**config.mk**
```make
export PLATFORM = sky130hd
export DESIGN_NAME = axi_mst_engine
export DESIGN_NICKNAME = d
export VERILOG_FILES = /design/src/rtl/axi_pkg.sv /design/src/rtl/axi_mst_engine.sv
export SDC_FILE = /design/constraint.sdc
export NUM_CORES = 1
export LEC_CHECK = 0
export ABC_AREA = 1
export BUFFER_PORTS_ARGS = -buffer_cell sky130_fd_sc_hd__buf_2
export CORE_AREA = 2 2 136 138
export DETAILED_ROUTE_END_ITERATION = 6
export DIE_AREA = 0 0 138 140
export GPL_TIMING_DRIVEN = 0
export HOLD_SLACK_MARGIN = 0.08
export PLACE_DENSITY_LB_ADDON = 0.15
export SYNTH_ARGS = -nofsm -noshare
export SYNTH_HDL_FRONTEND = slang
export SYNTH_SLANG_ARGS = --single-unit
export TNS_END_PERCENT = 1
```
**constraint.sdc**
```tcl
create_clock -name aclk -period 1.85 [get_ports aclk]
set_input_delay 0.185 -clock aclk [delete_from_list [all_inputs] [get_ports aclk]]
set_output_delay 0.185 -clock aclk [all_outputs]
set_load 0.01 [all_outputs]
```
**src/rtl/axi_pkg.sv**
```systemverilog
// ---------------------------------------------------------------------------
// axi_pkg
//   Shared AXI types for the master engine: burst and response encodings,
//   the engine FSM state type, and a helper that recognises commands the
//   engine refuses to put on the bus.
// ---------------------------------------------------------------------------
package axi_pkg;

  typedef enum logic [1:0] {
    BURST_FIXED = 2'b00,
    BURST_INCR  = 2'b01,
    BURST_WRAP  = 2'b10
  } burst_e;

  typedef enum logic [1:0] {
    RESP_OKAY   = 2'b00,
    RESP_EXOKAY = 2'b01,
    RESP_SLVERR = 2'b10,
    RESP_DECERR = 2'b11
  } resp_e;

  typedef enum logic [2:0] {
    ST_IDLE = 3'd0,
    ST_AW   = 3'd1,
    ST_W    = 3'd2,
    ST_B    = 3'd3,
    ST_AR   = 3'd4,
    ST_R    = 3'd5,
    ST_DONE = 3'd6
  } state_e;

  // Reserved burst type, or a WRAP burst whose beat count is not 2/4/8/16.
  function automatic logic burst_illegal(input logic [1:0] burst,
                                         input logic [7:0] len);
    logic wrap_len_ok;
    wrap_len_ok = (len == 8'd1) || (len == 8'd3) || (len == 8'd7) || (len == 8'd15);
    return (burst == 2'b11) || ((burst == BURST_WRAP) && !wrap_len_ok);
  endfunction

endpackage

```
**src/rtl/axi_mst_engine.sv**
```systemverilog
// ---------------------------------------------------------------------------
// axi_mst_engine
//   Single-outstanding AXI master. A command (cmd_*) is accepted in IDLE and
//   turned into one AW/W/B write or one AR/R read transaction; a one-cycle
//   done pulse reports the worst response (done_resp) and any protocol error
//   seen from the slave (done_err).
//
// Ports
//   aclk, aresetn            clock, asynchronous active-low reset
//   cmd_*                    command handshake and burst attributes
//   wr_data/wr_strb/wr_valid/wr_ready   write beat source (passes to W)
//   rd_data/rd_valid/rd_last read beat sink (always accepted)
//   done/done_resp/done_err  completion pulse and status
//   aw*/w*/b*/ar*/r*         AXI master channels
// ---------------------------------------------------------------------------
module axi_mst_engine
  import axi_pkg::*;
#(
  parameter int ADDR_WIDTH = 32,
  parameter int DATA_WIDTH = 32,
  parameter int ID_WIDTH   = 8
) (
  input  logic                    aclk,
  input  logic                    aresetn,
  // command
  input  logic                    cmd_valid,
  output logic                    cmd_ready,
  input  logic                    cmd_write,
  input  logic [ID_WIDTH-1:0]     cmd_id,
  input  logic [ADDR_WIDTH-1:0]   cmd_addr,
  input  logic [7:0]              cmd_len,
  input  logic [2:0]              cmd_size,
  input  logic [1:0]              cmd_burst,
  // write beat source
  input  logic [DATA_WIDTH-1:0]   wr_data,
  input  logic [DATA_WIDTH/8-1:0] wr_strb,
  input  logic                    wr_valid,
  output logic                    wr_ready,
  // read beat sink
  output logic [DATA_WIDTH-1:0]   rd_data,
  output logic                    rd_valid,
  output logic                    rd_last,
  // completion
  output logic                    done,
  output logic [1:0]              done_resp,
  output logic                    done_err,
  // AW
  output logic [ID_WIDTH-1:0]     awid,
  output logic [ADDR_WIDTH-1:0]   awaddr,
  output logic [7:0]              awlen,
  output logic [2:0]              awsize,
  output logic [1:0]              awburst,
  output logic                    awvalid,
  input  logic                    awready,
  // W
  output logic [ID_WIDTH-1:0]     wid,
  output logic [DATA_WIDTH-1:0]   wdata,
  output logic [DATA_WIDTH/8-1:0] wstrb,
  output logic                    wlast,
  output logic                    wvalid,
  input  logic                    wready,
  // B
  input  logic [ID_WIDTH-1:0]     bid,
  input  logic [1:0]              bresp,
  input  logic                    bvalid,
  output logic                    bready,
  // AR
  output logic [ID_WIDTH-1:0]     arid,
  output logic [ADDR_WIDTH-1:0]   araddr,
  output logic [7:0]              arlen,
  output logic [2:0]              arsize,
  output logic [1:0]              arburst,
  output logic                    arvalid,
  input  logic                    arready,
  // R
  input  logic [ID_WIDTH-1:0]     rid,
  input  logic [DATA_WIDTH-1:0]   rdata,
  input  logic [1:0]              rresp,
  input  logic                    rlast,
  input  logic                    rvalid,
  output logic                    rready
);

  state_e                  state_reg, state_next;
  logic [ID_WIDTH-1:0]     id_reg;
  logic [ADDR_WIDTH-1:0]   addr_reg;
  logic [7:0]              len_reg;
  logic [2:0]              size_reg;
  logic [1:0]              burst_reg;
  logic [7:0]              count_reg;
  logic [1:0]              resp_reg;
  logic                    err_reg;

  logic cmd_illegal;
  logic beat_is_last;

  assign cmd_illegal  = burst_illegal(cmd_burst, cmd_len);
  assign beat_is_last = (count_reg == len_reg);

  // ---------------- state register ----------------
  always_ff @(posedge aclk or negedge aresetn) begin
    if (!aresetn) state_reg <= ST_IDLE;
    else          state_reg <= state_next;
  end

  // ---------------- next-state logic ----------------
  always_comb begin
    state_next = state_reg;
    case (state_reg)
      ST_IDLE: begin
        if (cmd_valid) begin
          if (cmd_illegal)    state_next = ST_DONE;
          else if (cmd_write) state_next = ST_AW;
          else                state_next = ST_AR;
        end
      end
      ST_AW:   if (awready) state_next = ST_W;
      // wvalid mirrors wr_valid, so the W handshake is wr_valid && wready
      ST_W:    if (wr_valid && wready && beat_is_last) state_next = ST_B;
      ST_B:    if (bvalid) state_next = ST_DONE;
      ST_AR:   if (arready) state_next = ST_R;
      // leave on the expected last beat whatever the slave says about rlast
      ST_R:    if (rvalid && beat_is_last) state_next = ST_DONE;
      ST_DONE: state_next = ST_IDLE;
      default: state_next = ST_IDLE;
    endcase
  end

  // ---------------- output logic ----------------
  always_comb begin
    cmd_ready = 1'b0;
    awvalid   = 1'b0;
    wvalid    = 1'b0;
    wr_ready  = 1'b0;
    wlast     = 1'b0;
    bready    = 1'b0;
    arvalid   = 1'b0;
    rready    = 1'b0;
    rd_valid  = 1'b0;
    rd_last   = 1'b0;
    done      = 1'b0;
    case (state_reg)
      // gated so the command port reads not-ready while reset is held
      ST_IDLE: cmd_ready = aresetn;
      ST_AW:   awvalid   = 1'b1;
      ST_W: begin
        wvalid   = wr_valid;
        wr_ready = wready;
        wlast    = beat_is_last;
      end
      ST_B:    bready    = 1'b1;
      ST_AR:   arvalid   = 1'b1;
      ST_R: begin
        rready   = 1'b1;
        rd_valid = rvalid;
        rd_last  = rlast;
      end
      ST_DONE: done      = 1'b1;
      default: ;
    endcase
  end

  // ---------------- command, beat counter and status ----------------
  always_ff @(posedge aclk or negedge aresetn) begin
    if (!aresetn) begin
      id_reg    <= '0;
      addr_reg  <= '0;
      len_reg   <= '0;
      size_reg  <= '0;
      burst_reg <= '0;
      count_reg <= '0;
      resp_reg  <= '0;
      err_reg   <= 1'b0;
    end else begin
      if (state_reg == ST_IDLE && cmd_valid) begin
        id_reg    <= cmd_id;
        addr_reg  <= cmd_addr;
        len_reg   <= cmd_len;
        size_reg  <= cmd_size;
        burst_reg <= cmd_burst;
        resp_reg  <= cmd_illegal ? RESP_SLVERR : RESP_OKAY;
        err_reg   <= cmd_illegal;
      end

      // counter idles at zero outside the data phases, so it is clear on entry
      if (state_reg == ST_W) begin
        if (wr_valid && wready) count_reg <= count_reg + 8'd1;
      end else if (state_reg == ST_R) begin
        if (rvalid) count_reg <= count_reg + 8'd1;
      end else begin
        count_reg <= '0;
      end

      if (state_reg == ST_B && bvalid) begin
        resp_reg <= bresp;
        if (bid != id_reg) err_reg <= 1'b1;
      end

      if (state_reg == ST_R && rvalid) begin
        if (rresp > resp_reg) resp_reg <= rresp;
        if ((rlast != beat_is_last) || (rid != id_reg)) err_reg <= 1'b1;
      end
    end
  end

  // ---------------- datapath pass-through ----------------
  assign awid      = id_reg;
  assign awaddr    = addr_reg;
  assign awlen     = len_reg;
  assign awsize    = size_reg;
  assign awburst   = burst_reg;
  assign arid      = id_reg;
  assign araddr    = addr_reg;
  assign arlen     = len_reg;
  assign arsize    = size_reg;
  assign arburst   = burst_reg;
  assign wid       = id_reg;
  assign wdata     = wr_data;
  assign wstrb     = wr_strb;
  assign rd_data   = rdata;
  assign done_resp = resp_reg;
  assign done_err  = err_reg;

endmodule

```
==> results of run 1 <==
worst paths after layout:
check | cells past startpoint | endpoint
setup reg to reg | 8 | araddr[1]$_DFFE_PN0P_
hold reg to reg | 2 | araddr[29]$_DFFE_PN0P_
setup / recovery | 7 | wr_ready
hold / removal | 3 | arlen[0]$_DFFE_PN0P_
max in group asynchronous | 3 | arlen[4]$_DFFE_PN0P_
min in group asynchronous | 2 | araddr[29]$_DFFE_PN0P_
cell families (layout without fill, tap and decap cells):
logic type | count (synthesis) | count (layout) | share of synthesized area [%]
xor gates and xnor gates | 19 | 19 | 3.816
buffers and inverters | 184 | 530 | 27.66
DFF | 67 | 67 | 38.45
and+or+nand+nor | 275 | 275 | 25.48
adders and majority gates | 3 | 3 | 0.8609
AOI/OAI and AO/OA | 29 | 29 | 3.731
layer usage:
| layer | vias up | part of all wire (%) | track usage [%] |
|---|---|---|---|
| met2 | 205 | 49 | 23.53 |
| met5 | - | 0 | 0 |
| met3 | 15 | 6.8 | 2.427 |
| li1 | 2307 | - | - |
| met1 | 1945 | 42 | 17.03 |
| met4 | 0 | 1.9 | 5.317 |
synthesized netlist by cell type (2+ instances only):
master	count	area, sq um
buf_4	130	975.9
nor2_1	31	116.4
a21oi_1	8	40.04
nand2_1	213	799.5
inv_2	4	15.01
o21ai_0	18	90.09
nor3_1	2	10.01
dfrtp_1	67	1677
inv_1	38	142.6
nor2_4	2	22.52
xnor2_1	10	87.58
xor2_1	9	78.83
buf_6	2	22.52
buf_2	10	50.05
ha_1	3	37.54
nand3_1	16	80.08
nand2_2	3	18.77
worst max-delay path, cell delays in order (launching register included):
cell	delay, ps
dfrtp_1	360
buf_4	170
inv_2	130
nand2_2	70
nor2_2	130
inv_2	80
nor2_2	120
buf_2	150
stage by stage:
step	total power [uW]	std cells	setup slack, ps
finish	9488	1152	134.6
global route	10360	1152	-2.563
CTS	9581	1148	0.4210
floorplan	5939	577	428.4
global placement	7874	1085	-208.1
detailed placement	7903	1086	49.97
power by group through the flow:
stage / Combinational, uW / Clock, uW / Sequential, uW
6_report: 5200 / 1540 / 2750
5_1_grt: 5800 / 1680 / 2880
4_1_cts: 5220 / 1610 / 2760
3_5_place_dp: 5120 / 0 / 2780
3_3_place_gp: 5100 / 0 / 2770
2_1_floorplan: 3030 / 0 / 2910
final cells by class:
type	count	area (sq um)	share of cell area, %
well taps	229	286.5	4.184
repair buffers	331	1919	28.03
inverters	42	157.7	2.302
clock buffers	13	250.2	3.654
multi-input cells	326	1495	21.83
clock inverters	2	12.51	0.1827
flip-flops and latches	67	1678	24.50
plain buffers	142	1049	15.31
timing repair:
action,in CTS,in global routing
hold buffers,47,0
resized for setup,1,8
buffers inserted,0,4
hold endpoints to repair,78,0
pin swaps,0,1
setup endpoints to repair,1,45
==> flow_summary_export.csv, run 1 <==
group,metric,value,unit
outcome,status,"finished clean",
drt,dr_total_vias,4472,
power,clkPwrFrac,16.2,%
clock_network,clock_latency,330,ps
worst_hold_path,hold_path_class,"input pin to register",
critical_path,r2r_slack,230,ps
power,ir_drop,0.0005969,V
timing,tns,0,ps
power,p_comb_share,54.8,%
global_route,grt_antenna_before_repair,0,
critical_path,end_kind,"output port",
synth,synth.distinct_cells,28,
drt,dr.pass1.iters,4,
drt,drcViolationCount,0,
placement,dp_hpwl,10640,um
cells_and_area,fin_area,6848,sq um
synth,yosysWarnings,0,
clock_network,htreeDepth,3,
flow_run,cap_violations,0,
timing,tightest_slew,469.4,ps
synth,synth-seq-cells,67,
clock_network,clockRootBuffer,"clkbuf_16",
cells_and_area,final_nets,1074,
critical_path,cp-startpoint,"state_reg[2]$_DFFE_PN0P_",
floorplanning,die_h,140,um
synth,netlist_area,4360,sq um
synth,syn_inst,577,
synth,avgSynthCellArea,7.557,sq um
synth,async_reset_ff_share,100.0,%
drt,post_drt_wl_per_cell,11.63,um
cells_and_area,fin_util,38.52,%
floorplanning,die_w,138,um
clock_network,path_clk_slew,50,ps
timing,fin_hold_ws,101.0,ps
cells_and_area,n_antenna_cell,0,
floorplanning,row_count,49,
clock_network,cts_buffer_depth,2,
drt,via_per_inst,3.882,
cells_and_area,fillers,1904,
power,power_frac_seq,29.0,%
cells_and_area,area_growth_syn_to_layout,57.04,%
critical_path,critPathMaxFanout,8,
cells_and_area,final_common_cell,"buf_2",
floorplanning,start_util,24.52,%
placement,io_buffers,279,
power,intPower,5601,uW
power,pwr_density_cell,1386,nW/um^2
timing,slew_viol_final,0,
clock_network,cts_sinks,67,
cells_and_area,drive_gt1_share,49.95,%
drt,drtAntennaViolNets,0,
global_route,grt_overflow,0,
clock_network,tritoncts,"yes",
critical_path,start_kind,"register",
drt,postRouteWirelength,13400,um
floorplanning,core_area,17780,sq um
critical_path,path_class,"register to output port",
timing,fmax,0.5830,GHz
placement,postPlaceCellArea,6066,sq um
global_route,grt_pass1_wl,21300,um
critical_path,cp.required,1660,ps
clock_network,cts_buffers,9,
global_route,grt_pass1_vias,4251,
synth,ys_seq_area_share,38.45,%
timing,fin_skew,4.812,ps
cells_and_area,layout_common_cells,"buf_2, nand2_1, buf_4",
synth,synth_edf_count,0,
critical_path,rr_startpoint,"state_reg[1]$_DFFE_PN0P_",
timing,period_needed,1715,ps
power,p_sw_share,40.97,%
synth,synth_fp_nets,732,
placement,gp_congestion,0.7207,
synth,ys.flop_type,"dfrtp_1",
timing,finalSetupViolations,0,
critical_path,crit_arrival,1530,ps
global_route,grt_max_degree,36,
drt,initialDrtViolationCount,151,
timing,post-route-period-util,92.72,%
power,p_leak,0.004073,uW
power,switching_power,3887,uW
timing,relSlewSlack,68.71,%
global_route,track_usage,13.65,%
timing,finalHoldViolCount,0,
worst_hold_path,hp-start,"cmd_len[0]",
cells_and_area,largest_register_ffs,32,
floorplanning,die_area,19320,sq um
floorplanning,pin_count,348,
No activity file was read; power rests on OpenSTA's default activity.
==> run 2, diff against run 1 <==
Settings changed: PLACE_DENSITY from default to 0.54, PLACE_DENSITY_LB_ADDON 0.15 to default.
Clock period 1.85 ns to 1.7 ns, I/O delays scaled along.
==> flow_summary_export.csv, run 2 (synthesis results as in run 1) <==
group,metric,value,unit
timing,fin_hold_ws,97.39,ps
floorplanning,core_area,17780,sq um
drt,drtAntennaViolNets,0,
drt,drcViolationCount,0,
clock_network,htreeDepth,3,
critical_path,cp.required,1530,ps
placement,gp_congestion,0.7567,
floorplanning,start_util,24.52,%
critical_path,start_kind,"register",
flow_run,cap_violations,0,
timing,fmax,0.6111,GHz
floorplanning,row_count,49,
timing,tightest_slew,362.9,ps
global_route,grt_pass1_vias,4292,
clock_network,clockRootBuffer,"clkbuf_16",
drt,dr.pass1.iters,5,
critical_path,end_kind,"output port",
placement,io_buffers,279,
power,p_leak,0.004161,uW
timing,tns,0,ps
clock_network,cts_sinks,67,
timing,grt_setup_unrepaired,"true",
floorplanning,die_area,19320,sq um
cells_and_area,fin_cells,1163,
global_route,grt_pass1_wl,22180,um
placement,dp_hpwl,11330,um
drt,initialDrtViolationCount,174,
placement,dpl.cell_count,1086,
timing,slew_viol_final,0,
clock_network,cts_buffers,9,
drt,post_drt_wl_per_cell,12.34,um
clock_network,clock_latency,330,ps
cells_and_area,layout_common_cells,"buf_2, nand2_1, buf_4",
drt,dr_total_vias,4551,
timing,relSlewSlack,75.75,%
drt,postRouteWirelength,14360,um
floorplanning,pin_count,348,
drt,via_per_inst,3.913,
outcome,status,"finished clean",
power,pwr_density_cell,1561,nW/um^2
power,ir_drop,0.0007463,V
timing,fin_skew,6.821,ps
clock_network,tritoncts,"yes",
timing,finalSetupViolations,0,
critical_path,critPathMaxFanout,3,
timing,post-route-period-util,96.26,%
power,totalPowerFinal,11000,uW
cells_and_area,drive_gt1_share,51.61,%
clock_network,cts_buffer_depth,2,
critical_path,crit_arrival,1470,ps
global_route,grt_max_degree,36,
cells_and_area,n_antenna_cell,0,
worst_hold_path,hold_path_class,"input pin to register",
cells_and_area,area_growth_syn_to_layout,61.66,%
cells_and_area,fillers,1842,
cells_and_area,final_common_cell,"buf_2",
critical_path,path_class,"register to output port",
floorplanning,die_w,138,um
cells_and_area,fin_util,39.65,%
global_route,grt_overflow,0,
cells_and_area,largest_register_ffs,32,
floorplanning,die_h,140,um
cells_and_area,final_nets,1084,
global_route,track_usage,14.39,%
clock_network,path_clk_slew,60,ps
global_route,grt_antenna_before_repair,0,
timing,period_needed,1636,ps
timing,finalHoldViolCount,0,
==> run 2: power by group <==
group          internal, uW  switching [uW]  total [uW]
sequential             2290             764        3050
combinational          2910            2980        5880
clock                  1320             742        2070
==> run 2: final cells by class <==
type	count	area (sq um)	area share [%]
Clock inverter	6	88.84	1.260
Clock buffer	10	239.0	3.390
Inverter	42	160.2	2.272
Timing Repair Buffer	341	2009	28.51
Buffer	142	1056	14.98
Sequential cell	67	1687	23.93
Tap cell	229	286.5	4.065
Multi-Input combinational cell	326	1523	21.60
==> run 2: metrics by stage <==
step                      area [sq um]  setup WS, ps
final                             7049         63.52
after global routing              7049        -34.23
after CTS                         6944        -1.546
after detailed placement          6066        -109.7
after global placement            6043        -318.7
after floorplan                   4360         278.4
==> run 2: worst paths after layout <==
check                                    startpoint                  endpoint  slack [ps]  depth (start not counted)
max                        count_reg[4]$_DFFE_PN0P_                     wlast          60                          6
min                                      cmd_len[3]      arlen[3]$_DFFE_PN0P_         100                          3
max reg2reg                state_reg[1]$_DFFE_PN0P_    araddr[29]$_DFFE_PN0P_         130                          8
min reg2reg                  araddr[20]$_DFFE_PN0P_    araddr[20]$_DFFE_PN0P_         490                          2
max in group asynchronous                   aresetn  count_reg[2]$_DFFE_PN0P_        1120                          3
min in group asynchronous                   aresetn     araddr[0]$_DFFE_PN0P_         350                          3
==> run 2: repair_timing <==
action	CTS	global route
endpoints found under the hold margin	80	0
gates cloned	0	0
pin swaps	1	4
buffers inserted	3	9
hold buffers	49	0
setup endpoints to repair	45	59
resized for setup	11	16
==> run 2: critical path, stage by stage, from the launching register on <==
cell and delay, ps:
dfrtp_1 420, xnor2_1 170, nand2_1 100, nor2_4 150, nand2_2 80, nor2_1 80
buf_2 140
==> run 2: routing by layer <==
metal	vias up	GRT usage, %	share of wire, %
met4	0	3.545	0.95
li1	2321	-	-
met1	2010	17.31	42
met3	12	3.521	6.7
met2	208	25.85	50
met5	-	0	0
